$ cat src/rtl/c3aibadapt_hip_sr_deser.sv
// Deserializer for the HIP sideband shift-register stream: fast SR then slow SR,
// each followed by an even-parity bit; presents parallel words with held load strobes.
module c3aibadapt_hip_sr_deser #(
    parameter int                   FSR_WIDTH     = 4,
    parameter int                   SSR_WIDTH     = 40,
    parameter int                   LOAD_HOLD     = 4,
    parameter logic [FSR_WIDTH-1:0] FSR_RESET_VAL = '0,
    parameter logic [SSR_WIDTH-1:0] SSR_RESET_VAL = '1
) (
    input  logic                 sr_clock_rx_osc_clk,
    input  logic                 sr_reset_rx_osc_clk_rst_n,
    input  logic                 sr_bit_in,
    input  logic                 sr_bit_valid,
    input  logic                 sr_frame_start,
    input  logic                 r_sr_par_chk_en,
    input  logic                 sr_err_clr,
    output logic [FSR_WIDTH-1:0] hip_aib_async_fsr_in,
    output logic [SSR_WIDTH-1:0] hip_aib_async_ssr_in,
    output logic                 tx_async_fabric_hssi_fsr_load,
    output logic                 tx_async_fabric_hssi_ssr_load,
    output logic [7:0]           sr_par_err_cnt,
    output logic                 sr_overrun,
    output logic                 sr_busy
);

    localparam int MAXW_A = (FSR_WIDTH > SSR_WIDTH) ? FSR_WIDTH : SSR_WIDTH;
    localparam int MAXW   = (MAXW_A > LOAD_HOLD) ? MAXW_A : LOAD_HOLD;
    localparam int CW     = $clog2(MAXW + 1);

    localparam logic [CW-1:0] FSR_LAST = CW'(FSR_WIDTH - 1);
    localparam logic [CW-1:0] SSR_LAST = CW'(SSR_WIDTH - 1);
    localparam logic [CW-1:0] HOLD_END = CW'(LOAD_HOLD);
    localparam logic [CW-1:0] CNT_ONE  = CW'(1);

    typedef enum logic [2:0] {
        ST_IDLE    = 3'd0,
        ST_FSR     = 3'd1,
        ST_FSR_PAR = 3'd2,
        ST_SSR     = 3'd3,
        ST_SSR_PAR = 3'd4,
        ST_SETUP   = 3'd5,
        ST_LOAD    = 3'd6
    } state_t;

    state_t               r_state;
    logic [CW-1:0]        r_cnt;
    logic [FSR_WIDTH-1:0] r_fsr_sh;
    logic [SSR_WIDTH-1:0] r_ssr_sh;
    logic [FSR_WIDTH-1:0] r_fsr_out;
    logic [SSR_WIDTH-1:0] r_ssr_out;
    logic                 r_fsr_ok;
    logic                 r_ssr_ok;
    logic                 r_fsr_load;
    logic                 r_ssr_load;
    logic [7:0]           r_err_cnt;
    logic                 r_overrun;

    logic                 w_start;
    logic                 w_in_frame;
    logic                 w_in_hold;
    logic                 w_fsr_par_ok;
    logic                 w_ssr_par_ok;
    logic                 w_err_inc;
    logic [FSR_WIDTH-1:0] w_fsr_next;
    logic [SSR_WIDTH-1:0] w_ssr_next;

    // sr_bit_valid qualifies both sr_bit_in and sr_frame_start; nothing is consumed without it.
    assign w_start    = sr_bit_valid & sr_frame_start;
    assign w_in_frame = (r_state == ST_FSR) || (r_state == ST_FSR_PAR) ||
                        (r_state == ST_SSR) || (r_state == ST_SSR_PAR);
    assign w_in_hold  = (r_state == ST_SETUP) || (r_state == ST_LOAD);

    assign w_fsr_par_ok = (sr_bit_in == ^r_fsr_sh) | ~r_sr_par_chk_en;
    assign w_ssr_par_ok = (sr_bit_in == ^r_ssr_sh) | ~r_sr_par_chk_en;

    // Right-shift with the new bit at the MSB: after WIDTH shifts the first bit sits at [0].
    assign w_fsr_next = (r_fsr_sh >> 1) | (FSR_WIDTH'(sr_bit_in) << (FSR_WIDTH - 1));
    assign w_ssr_next = (r_ssr_sh >> 1) | (SSR_WIDTH'(sr_bit_in) << (SSR_WIDTH - 1));

    always_comb begin
        w_err_inc = 1'b0;
        if (w_start && w_in_frame) begin
            w_err_inc = 1'b1;
        end else if (sr_bit_valid && (r_state == ST_FSR_PAR) && !w_fsr_par_ok) begin
            w_err_inc = 1'b1;
        end else if (sr_bit_valid && (r_state == ST_SSR_PAR) && !w_ssr_par_ok) begin
            w_err_inc = 1'b1;
        end
    end

    always_ff @(posedge sr_clock_rx_osc_clk or negedge sr_reset_rx_osc_clk_rst_n) begin
        if (!sr_reset_rx_osc_clk_rst_n) begin
            r_state    <= ST_IDLE;
            r_cnt      <= '0;
            r_fsr_sh   <= '0;
            r_ssr_sh   <= '0;
            r_fsr_out  <= FSR_RESET_VAL;
            r_ssr_out  <= SSR_RESET_VAL;
            r_fsr_ok   <= 1'b0;
            r_ssr_ok   <= 1'b0;
            r_fsr_load <= 1'b0;
            r_ssr_load <= 1'b0;
        end else if (w_start && (w_in_frame || (r_state == ST_IDLE))) begin
            // A frame start outside SETUP/LOAD always (re)starts capture with this bit as FSR[0].
            r_fsr_sh <= w_fsr_next;
            r_cnt    <= CNT_ONE;
            r_state  <= (FSR_WIDTH == 1) ? ST_FSR_PAR : ST_FSR;
        end else begin
            case (r_state)
                ST_IDLE: ;
                ST_FSR: begin
                    if (sr_bit_valid) begin
                        r_fsr_sh <= w_fsr_next;
                        if (r_cnt == FSR_LAST) r_state <= ST_FSR_PAR;
                        else                   r_cnt   <= r_cnt + CNT_ONE;
                    end
                end
                ST_FSR_PAR: begin
                    if (sr_bit_valid) begin
                        r_fsr_ok <= w_fsr_par_ok;
                        r_cnt    <= '0;
                        r_state  <= ST_SSR;
                    end
                end
                ST_SSR: begin
                    if (sr_bit_valid) begin
                        r_ssr_sh <= w_ssr_next;
                        if (r_cnt == SSR_LAST) r_state <= ST_SSR_PAR;
                        else                   r_cnt   <= r_cnt + CNT_ONE;
                    end
                end
                ST_SSR_PAR: begin
                    if (sr_bit_valid) begin
                        r_ssr_ok <= w_ssr_par_ok;
                        r_state  <= ST_SETUP;
                    end
                end
                ST_SETUP: begin
                    if (r_fsr_ok) r_fsr_out <= r_fsr_sh;
                    if (r_ssr_ok) r_ssr_out <= r_ssr_sh;
                    r_cnt   <= '0;
                    r_state <= ST_LOAD;
                end
                ST_LOAD: begin
                    // Data settled one edge earlier, so strobes rise only now and stay LOAD_HOLD cycles.
                    if (r_cnt == '0) begin
                        r_fsr_load <= r_fsr_ok;
                        r_ssr_load <= r_ssr_ok;
                        r_cnt      <= CNT_ONE;
                    end else if (r_cnt == HOLD_END) begin
                        r_fsr_load <= 1'b0;
                        r_ssr_load <= 1'b0;
                        r_cnt      <= '0;
                        r_state    <= ST_IDLE;
                    end else begin
                        r_cnt <= r_cnt + CNT_ONE;
                    end
                end
                default: r_state <= ST_IDLE;
            endcase
        end
    end

    always_ff @(posedge sr_clock_rx_osc_clk or negedge sr_reset_rx_osc_clk_rst_n) begin
        if (!sr_reset_rx_osc_clk_rst_n) begin
            r_err_cnt <= '0;
            r_overrun <= 1'b0;
        end else if (sr_err_clr) begin
            r_err_cnt <= '0;
            r_overrun <= 1'b0;
        end else begin
            if (w_err_inc && (r_err_cnt != 8'hFF)) r_err_cnt <= r_err_cnt + 8'd1;
            if (w_start && w_in_hold)              r_overrun <= 1'b1;
        end
    end

    assign hip_aib_async_fsr_in          = r_fsr_out;
    assign hip_aib_async_ssr_in          = r_ssr_out;
    assign tx_async_fabric_hssi_fsr_load = r_fsr_load;
    assign tx_async_fabric_hssi_ssr_load = r_ssr_load;
    assign sr_par_err_cnt                = r_err_cnt;
    assign sr_overrun                    = r_overrun;
    assign sr_busy                       = (r_state != ST_IDLE);

endmodule

$ cat config.mk
export PLATFORM = sky130hd
export DESIGN_NAME = c3aibadapt_hip_sr_deser
export DESIGN_NICKNAME = d
export VERILOG_FILES = /design/src/rtl/c3aibadapt_hip_sr_deser.sv
export SDC_FILE = /design/constraint.sdc
export NUM_CORES = 1
export LEC_CHECK = 0
export ABC_AREA = 1
export CAP_MARGIN = 20
export CORE_ASPECT_RATIO = 1.5
export CORE_UTILIZATION = 45
export DETAILED_ROUTE_END_ITERATION = 7
export PLACE_DENSITY = 0.69
export SETUP_SLACK_MARGIN = 0.1
export SLEW_MARGIN = 20
export SYNTH_ARGS = -nofsm -noshare
export SYNTH_HDL_FRONTEND = slang
export SYNTH_SLANG_ARGS = --single-unit
$ cat constraint.sdc
create_clock -name sr_clock_rx_osc_clk -period 1.5 [get_ports sr_clock_rx_osc_clk]
set_input_delay 0.225 -clock sr_clock_rx_osc_clk [delete_from_list [all_inputs] [get_ports sr_clock_rx_osc_clk]]
set_output_delay 0.225 -clock sr_clock_rx_osc_clk [all_outputs]
set_load 0.005 [all_outputs]
==> results.md, run 1 <==
- Maximum VDD drop: 0.954 mV
- Metal2 WL: 11.8 mm
- Setup slack on the worst flop-to-flop path: -0.62 ns
- CTS HTree Levels: 3
- Die Wd: 92.6 microns
- Yosys top cell area share: 0.316
- Largest net degree at the start of global routing: 48
- Critical Path Start Type: flop
- Worst R2R Start: r_ssr_sh[9]$_DFFE_PN0P_
- Uppermost metal layer occupied by signal nets: met4
- Final hold vios: 0
- Final setup slack of the worst path: -0.615 ns
- Setup crit end kind: flop
- Filler cell count in the final layout: slightly below 700
- Cell row count: ~50
- Met3 Routed Length: between 1 and 1.5 mm
- Starting density of the core: 0.461
- Post-Syn Area per Cell: between 7 and 8 sq um
- Total track usage: 0.341
- Synth area leader: dfrtp_1
- Buf/Inv on CP: 2
- Detailed-route DRC error count: 0
- Capturing point of the worst reg2reg path: r_ssr_ok$_DFFE_PN0P_
- Post-DP Area: a little over 7000 sq um
- First-pass GRT wire length: around 33 mm
- Count of maximum capacitance violations: 0
- Largest delay share family, worst path: simple AND/OR/NAND/NOR gates
- Maximum number of buffers from clock root to sink: 2
- Post-detail-place hpwl: a little over 9 mm
- Library cell used as clock root buffer: clkbuf_16
- Final count of pins violating max slew: 0
- Core outline area: between 10000 and 15000 sq um
- Number of buffers inserted during clock tree synthesis: 9
- Achievable Freq: between 400 and 500 MHz
- Transition time at the pin with the least slew margin: 0.605 ns
- Nets: between 900 and 1k
- Total standard cell area after synthesis: 5540 sq um
- WL per Instance: ~21 microns
- Most instantiated cells after synthesis: 256 x nand2_1, 98 x o21ai_0, 70 x dfrtp_1
- CTS clk-pin slew, worst paths: about 0.080 ns
- Final period demand of the worst path: 2.12 ns
- Total nets after synthesis: 709
- Dpl ws: -0.557 ns
- Clock Latency Late Sink: 0.36 ns
- Clock sink count: between 100 and 150
- Number of enable flip-flop cells after synthesis: 0
- Antenna violations before repair: 0
- Critical setup path kind: flop to flop
- RSZ-0062 raised after global routing: yes
- Status: finished, violations left
- Power density over the cells: slightly above 1000 nW/um^2
- Largest cells by area after synthesis: dfrtp_1 32%, dfstp_2 19%, nand2_1 17%, o21ai_0 8.9%, inv_1 3.8%
- Logic depth of the worst register-to-register path: 14
- Number of detailed-route iterations in the first pass: 5
- Via count: approximately 6.4k
- Final instance area: roughly 9600 sq um
- Worst Path Required: 1.74 ns
- Area taken by multi-input logic gates: 3410 sq um
- Setup-failing EPs final: around 100
- Ordered list of cells on the worst path: nand2_2 -> inv_2 -> nor2_4 -> nand2_1 -> nand2_1 -> nand2_1 -> nand2_2 -> nand2_1 -> nand3_2 -> nand2_2 -> nand2_2 -> nand3_4 -> buf_4 -> o21a_1
- Prevailing post-synth register cell: dfrtp_1
- Tcrit/Tclk final: 1.41
- Length of routed wiring on met1: ~8 mm
- Delay of the slowest critical-path stage: ~0.45 ns
- Antenna diodes: 0
- Clock tree from TritonCTS: built
- Sequential cell area: between 2000 and 3000 sq um
- Share of cells above drive strength 1: 0.583
- Final Skew: approximately 0.0085 ns
- Sequential element share of the synthesized area: 0.506
- Vertical die dimension: ~140 microns
- Count leader, synth: nand2_1
- CP Max Fanout: 3
- Top Ports: 63
- Class of the tightest hold or removal check: input port to async pin
- Share of the core filled with cells: 0.796
- Final Wtd Congestion: 0.873
- Unique masters post-synth: 38
- DRC marker count from the first detailed-route iteration: about 450
- Vias in the first global route: 6473
- Leakage power of the design: 4.58 nW
- Worst hold slack: ~0.26 ns
- Number of warnings printed during yosys synthesis: 0
- Post-Synthesis Cells: ~700
- Synthesis-stage register bit count: between 100 and 150
- Total wirelength of the detailed-routed design: 23.1 mm
- Worst relative slew slack: 0.596
- Overall overflow remaining after global route: 0
- Area of the die: about 13000 sq um
- Vias per cell: around 5.8
- Violated checks: negative setup slack
- Synth async-reset ratio: 1.00
- Cell with the largest stage delay on the worst path: dfrtp_1
- Non-filler cells, final: ~1.1k
- Post-synthesis to final-layout area growth: 72.7%
- Worst EP arrival: around 2.4 ns
- Final antenna-violating net count: 0
- Number of buffers inserted by port buffering: between 60 and 70
- Inst Count DP: a little under 1k
-- per-stage QoR --
step                setup TNS, ns  total power (W)
floorplan                   -1.16          0.00463
global placement           -14.45          0.00578
detailed placement         -17.17          0.00583
CTS                        -10.87          0.00898
global route               -23.36           0.0101
finish                     -17.55          0.00974
-- cells in the final DEF, fill, tap and decap left out, types with 19 or more instances in the layout --
cell,n
nand2_4,29
buf_6,24
nand2_1,147
buf_4,117
inv_1,44
dfstp_2,40
o21ai_2,72
dlygate4sd2_1,45
nand2_2,87
dfrtp_1,60
inv_2,38
o21ai_1,19
buf_12,20
-- kinds of logic after synthesis --
| logic type | count (synthesis) | share of synthesized area |
|---|---|---|
| simple gates | 346 | 0.277 |
| compound gates | 119 | 0.114 |
| flops | 110 | 0.506 |
| buf+inv | 104 | 0.0707 |
| xor+xnor | 15 | 0.0237 |
| fa+ha+maj | 4 | 0.00904 |
-- routing by layer --
layer,track usage,vias to the layer above
met5,0,-
met4,0.237,0
met3,0.0740,158
met2,0.607,365
met1,0.355,3137
li1,-,2696
-- power breakdown --
part | switching, W | internal [W]
sequential | 0.000214 | 0.00319
clock | 0.00115 | 0.00122
combinational | 0.00213 | 0.00183
-- state kept, by name (all words and copies together), names as in the netlist, 3 cells and up --
signal and count:
hip_aib_async_fsr_in 4, hip_aib_async_ssr_in 40, r_cnt 6, r_fsr_sh 4
r_ssr_sh 40, r_state 3, sr_par_err_cnt 8
-- layout make-up --
class                      instances  share of cell area
clock buffer                      13              0.0272
clock inverter                     3             0.00196
inverter                          87              0.0354
multi-input combinational        485               0.356
sequential                       110               0.294
tap                              153              0.0200
timing repair buffer             240               0.265
-- how the worst max path moves through the flow --
stage                                  startpoint                       endpoint  slack [ns]  cells past startpoint
final                     r_ssr_sh[9]$_DFFE_PN0P_           r_ssr_ok$_DFFE_PN0P_       -0.62                     14
after global placement                  sr_bit_in  sr_par_err_cnt[7]$_DFFE_PN0P_       -0.52                     12
after CTS                 r_ssr_sh[9]$_DFFE_PN0P_  sr_par_err_cnt[3]$_DFFE_PN0P_       -0.38                     16
after floorplan           r_ssr_sh[8]$_DFFE_PN0P_  sr_par_err_cnt[5]$_DFFE_PN0P_       -0.12                     16
after detailed placement                sr_bit_in  sr_par_err_cnt[3]$_DFFE_PN0P_       -0.56                     12
after global routing      r_ssr_sh[9]$_DFFE_PN0P_  sr_par_err_cnt[2]$_DFFE_PN0P_       -0.71                     16
-- timing repair --
| action | 4_1_cts | 5_1_grt |
|---|---|---|
| resized for setup | 354 | 156 |
| gates cloned | 23 | 0 |
| pin swaps | 37 | 54 |
| endpoints found under the hold margin | 10 | 0 |
| endpoints found under the setup margin | 163 | 117 |
| setup buffers | 45 | 30 |
| hold buffers | 1 | 0 |
Power figures use the tool's default switching activity.
==> inputs of run 2 (changes only) <==
--- a/config.mk
+++ b/config.mk
@@ -8,10 +8,12 @@
 export ABC_AREA = 1
 export CAP_MARGIN = 20
 export CORE_ASPECT_RATIO = 1.5
-export CORE_UTILIZATION = 45
+export CORE_UTILIZATION = 51
+export CTS_CLUSTER_SIZE = 25
 export DETAILED_ROUTE_END_ITERATION = 7
-export PLACE_DENSITY = 0.69
+export PLACE_DENSITY = 0.76
 export SETUP_SLACK_MARGIN = 0.1
+export SKIP_CTS_REPAIR_TIMING = 1
 export SLEW_MARGIN = 20
 export SYNTH_ARGS = -nofsm -noshare
 export SYNTH_HDL_FRONTEND = slang
==> results.md, run 2 (synthesis gave the netlist of run 1 again) <==
- TNS Setup: -13.38 ns
- Class of the tightest hold or removal check: input port to async pin
- Detailed-route DRC error count: 0
- Vertical die dimension: 130 microns
- Post-synthesis to final-layout area growth: 37.9%
- Final Wtd Congestion: ~0.86
- Via count: 5078
- Clk network pwr share: 0.271
- Clock tree from TritonCTS: built
- Final count of pins violating max slew: 0
- CTS HTree Levels: 3
- Sequential cell area: about 2800 sq um
- Achievable Freq: around 520 MHz
- Share of cells above drive strength 1: 0.299
- Count of maximum capacitance violations: 0
- RSZ-0062 raised after global routing: yes
- Cell row count: 46
- Power Internal: between 0.005 and 0.006 W
- Post-DP Area: roughly 7000 sq um
- Starting density of the core: 0.523
- Nets: between 800 and 900
- Clock Latency Late Sink: approximately 0.35 ns
- Switching part of the total: 0.319
- Reported net switching power: approximately 0.0026 W
- Filler cell count in the final layout: between 800 and 900
- Antenna violations before repair: 0
- Transition time at the pin with the least slew margin: a little under 0.6 ns
- Vias in the first global route: between 4k and 5k
- Worst Path Required: around 1.7 ns
- Setup crit end kind: flop
- Area of the die: approximately 11000 sq um
- First-pass GRT wire length: approximately 22 mm
- CP Max Fanout: 8
- Number of buffers inserted by port buffering: 62
- Most frequent cells in the layout: 239 x nand2_1, 93 x buf_4, 88 x o21ai_0
- Power density over the cells: 1070 nW/um^2
- Maximum VDD drop: approximately 0.95 mV
- Share of the core filled with cells: 0.722
- Critical setup path kind: flop to flop
- Post-detail-place hpwl: about 9.4 mm
- Clock sink count: between 100 and 150
- Final antenna-violating net count: 0
- Vias per cell: between 5 and 6
- Final instance area: 7640 sq um
- Die Wd: ~87 microns
- Total track usage: 0.244
- Status: finished, violations left
- Setup slack on the worst flop-to-flop path: -0.42 ns
- Logic depth of the worst register-to-register path: 18
- Total wirelength of the detailed-routed design: approximately 13 mm
- Number of detailed-route iterations in the first pass: 7
- Final period demand of the worst path: around 1.9 ns
- Final setup slack of the worst path: -0.416 ns
- Core outline area: roughly 11000 sq um
- Leakage power of the design: between 4 and 5 nW
- Number of buffers inserted during clock tree synthesis: 9
- WL per Instance: 13.2 microns
- Final Skew: about 0.0092 ns
- Worst R2R Start: r_ssr_sh[39]$_DFFE_PN0P_
- Sequential Power Share: 0.415
- CTS clk-pin slew, worst paths: 0.07 ns
- Most common library cell in the layout ignoring fill and taps: nand2_1
- Worst relative slew slack: 0.615
- Antenna diodes: 0
- Portion of total power attributed to combinational logic: 0.315
- Violated checks: negative setup slack
- Capturing point of the worst reg2reg path: sr_par_err_cnt[3]$_DFFE_PN0P_
- Worst EP arrival: 2.15 ns
- Maximum number of buffers from clock root to sink: 2
- Top Ports: 63
- Tcrit/Tclk final: 1.28
- Overall overflow remaining after global route: 0
- Setup-failing EPs final: 92
- DRC marker count from the first detailed-route iteration: approximately 210
- Largest net degree at the start of global routing: between 50 and 60
- Library cell used as clock root buffer: clkbuf_16
- Critical Path Start Type: flop
- Final hold vios: 0
- Area taken by multi-input logic gates: ~2500 sq um
## run 2: area by class of cell
cell class	instances	area share
Inverter	87	0.0434
Tap cell	144	0.0236
Clock inverter	5	0.00458
Timing Repair Buffer	161	0.204
Clock buffer	11	0.0305
Sequential cell	110	0.368
Multi-Input combinational cell	485	0.326
## run 2: critical path, stage by stage (launching register included)
cell and delay [ns]:
dfrtp_1 0.41, inv_2 0.08, nand2_1 0.06, nand2_1 0.10
inv_2 0.03, nand2_1 0.09, nand2_1 0.06, nand2_1 0.08
nand3_1 0.10, nand2_1 0.09, nand2_1 0.06, nand2_2 0.09
inv_2 0.04, nand2_2 0.07, nand3_4 0.12, nand2_8 0.12
nand2_8 0.08, nand3_2 0.08, nand2_1 0.05
## run 2: worst max path at each step
stage | depth (start not counted) | startpoint | slack [ns] | end
floorplan | 16 | r_ssr_sh[8]$_DFFE_PN0P_ | -0.12 | sr_par_err_cnt[5]$_DFFE_PN0P_
global placement | 12 | sr_bit_in | -0.47 | sr_par_err_cnt[0]$_DFFE_PN0P_
detailed placement | 11 | sr_bit_valid | -0.57 | r_cnt[5]$_DFFE_PN0P_
CTS | 6 | r_state[1]$_DFFE_PN0P_ | -0.54 | sr_busy
global route | 18 | r_ssr_sh[18]$_DFFE_PN0P_ | -0.58 | sr_par_err_cnt[5]$_DFFE_PN0P_
finish | 18 | r_ssr_sh[39]$_DFFE_PN0P_ | -0.42 | sr_par_err_cnt[3]$_DFFE_PN0P_
## run 2: through the flow
stage	setup WS, ns	total power [W]	hold WS (ns)	instances
6_report	-0.416	0.00817	0.228	1003
3_3_place_gp	-0.467	0.00572	0.0493	980
5_1_grt	-0.576	0.00859	0.237	1003
4_1_cts	-0.537	0.00802	-0.324	996
3_5_place_dp	-0.572	0.00579	0.0480	980
2_1_floorplan	-0.122	0.00463	-0.0706	698
## run 2: per-layer routing
metal	vias up	global-route usage	routed length (microns)	part of all wire
met5	-	0	0	0
met4	0	0.0878	301	0.023
met3	26	0.0408	408	0.031
met2	104	0.451	7140	0.54
met1	2419	0.282	5350	0.41
li1	2529	-	-	-
## run 2: power groups by stage
stage / Clock (W) / Sequential (W) / Combinational, W
2_1_floorplan: 0 / 0.00342 / 0.00121
3_3_place_gp: 0 / 0.00342 / 0.00231
3_5_place_dp: 0 / 0.00343 / 0.00236
4_1_cts: 0.00226 / 0.00338 / 0.00238
5_1_grt: 0.00237 / 0.00341 / 0.00280
6_report: 0.00221 / 0.00339 / 0.00257
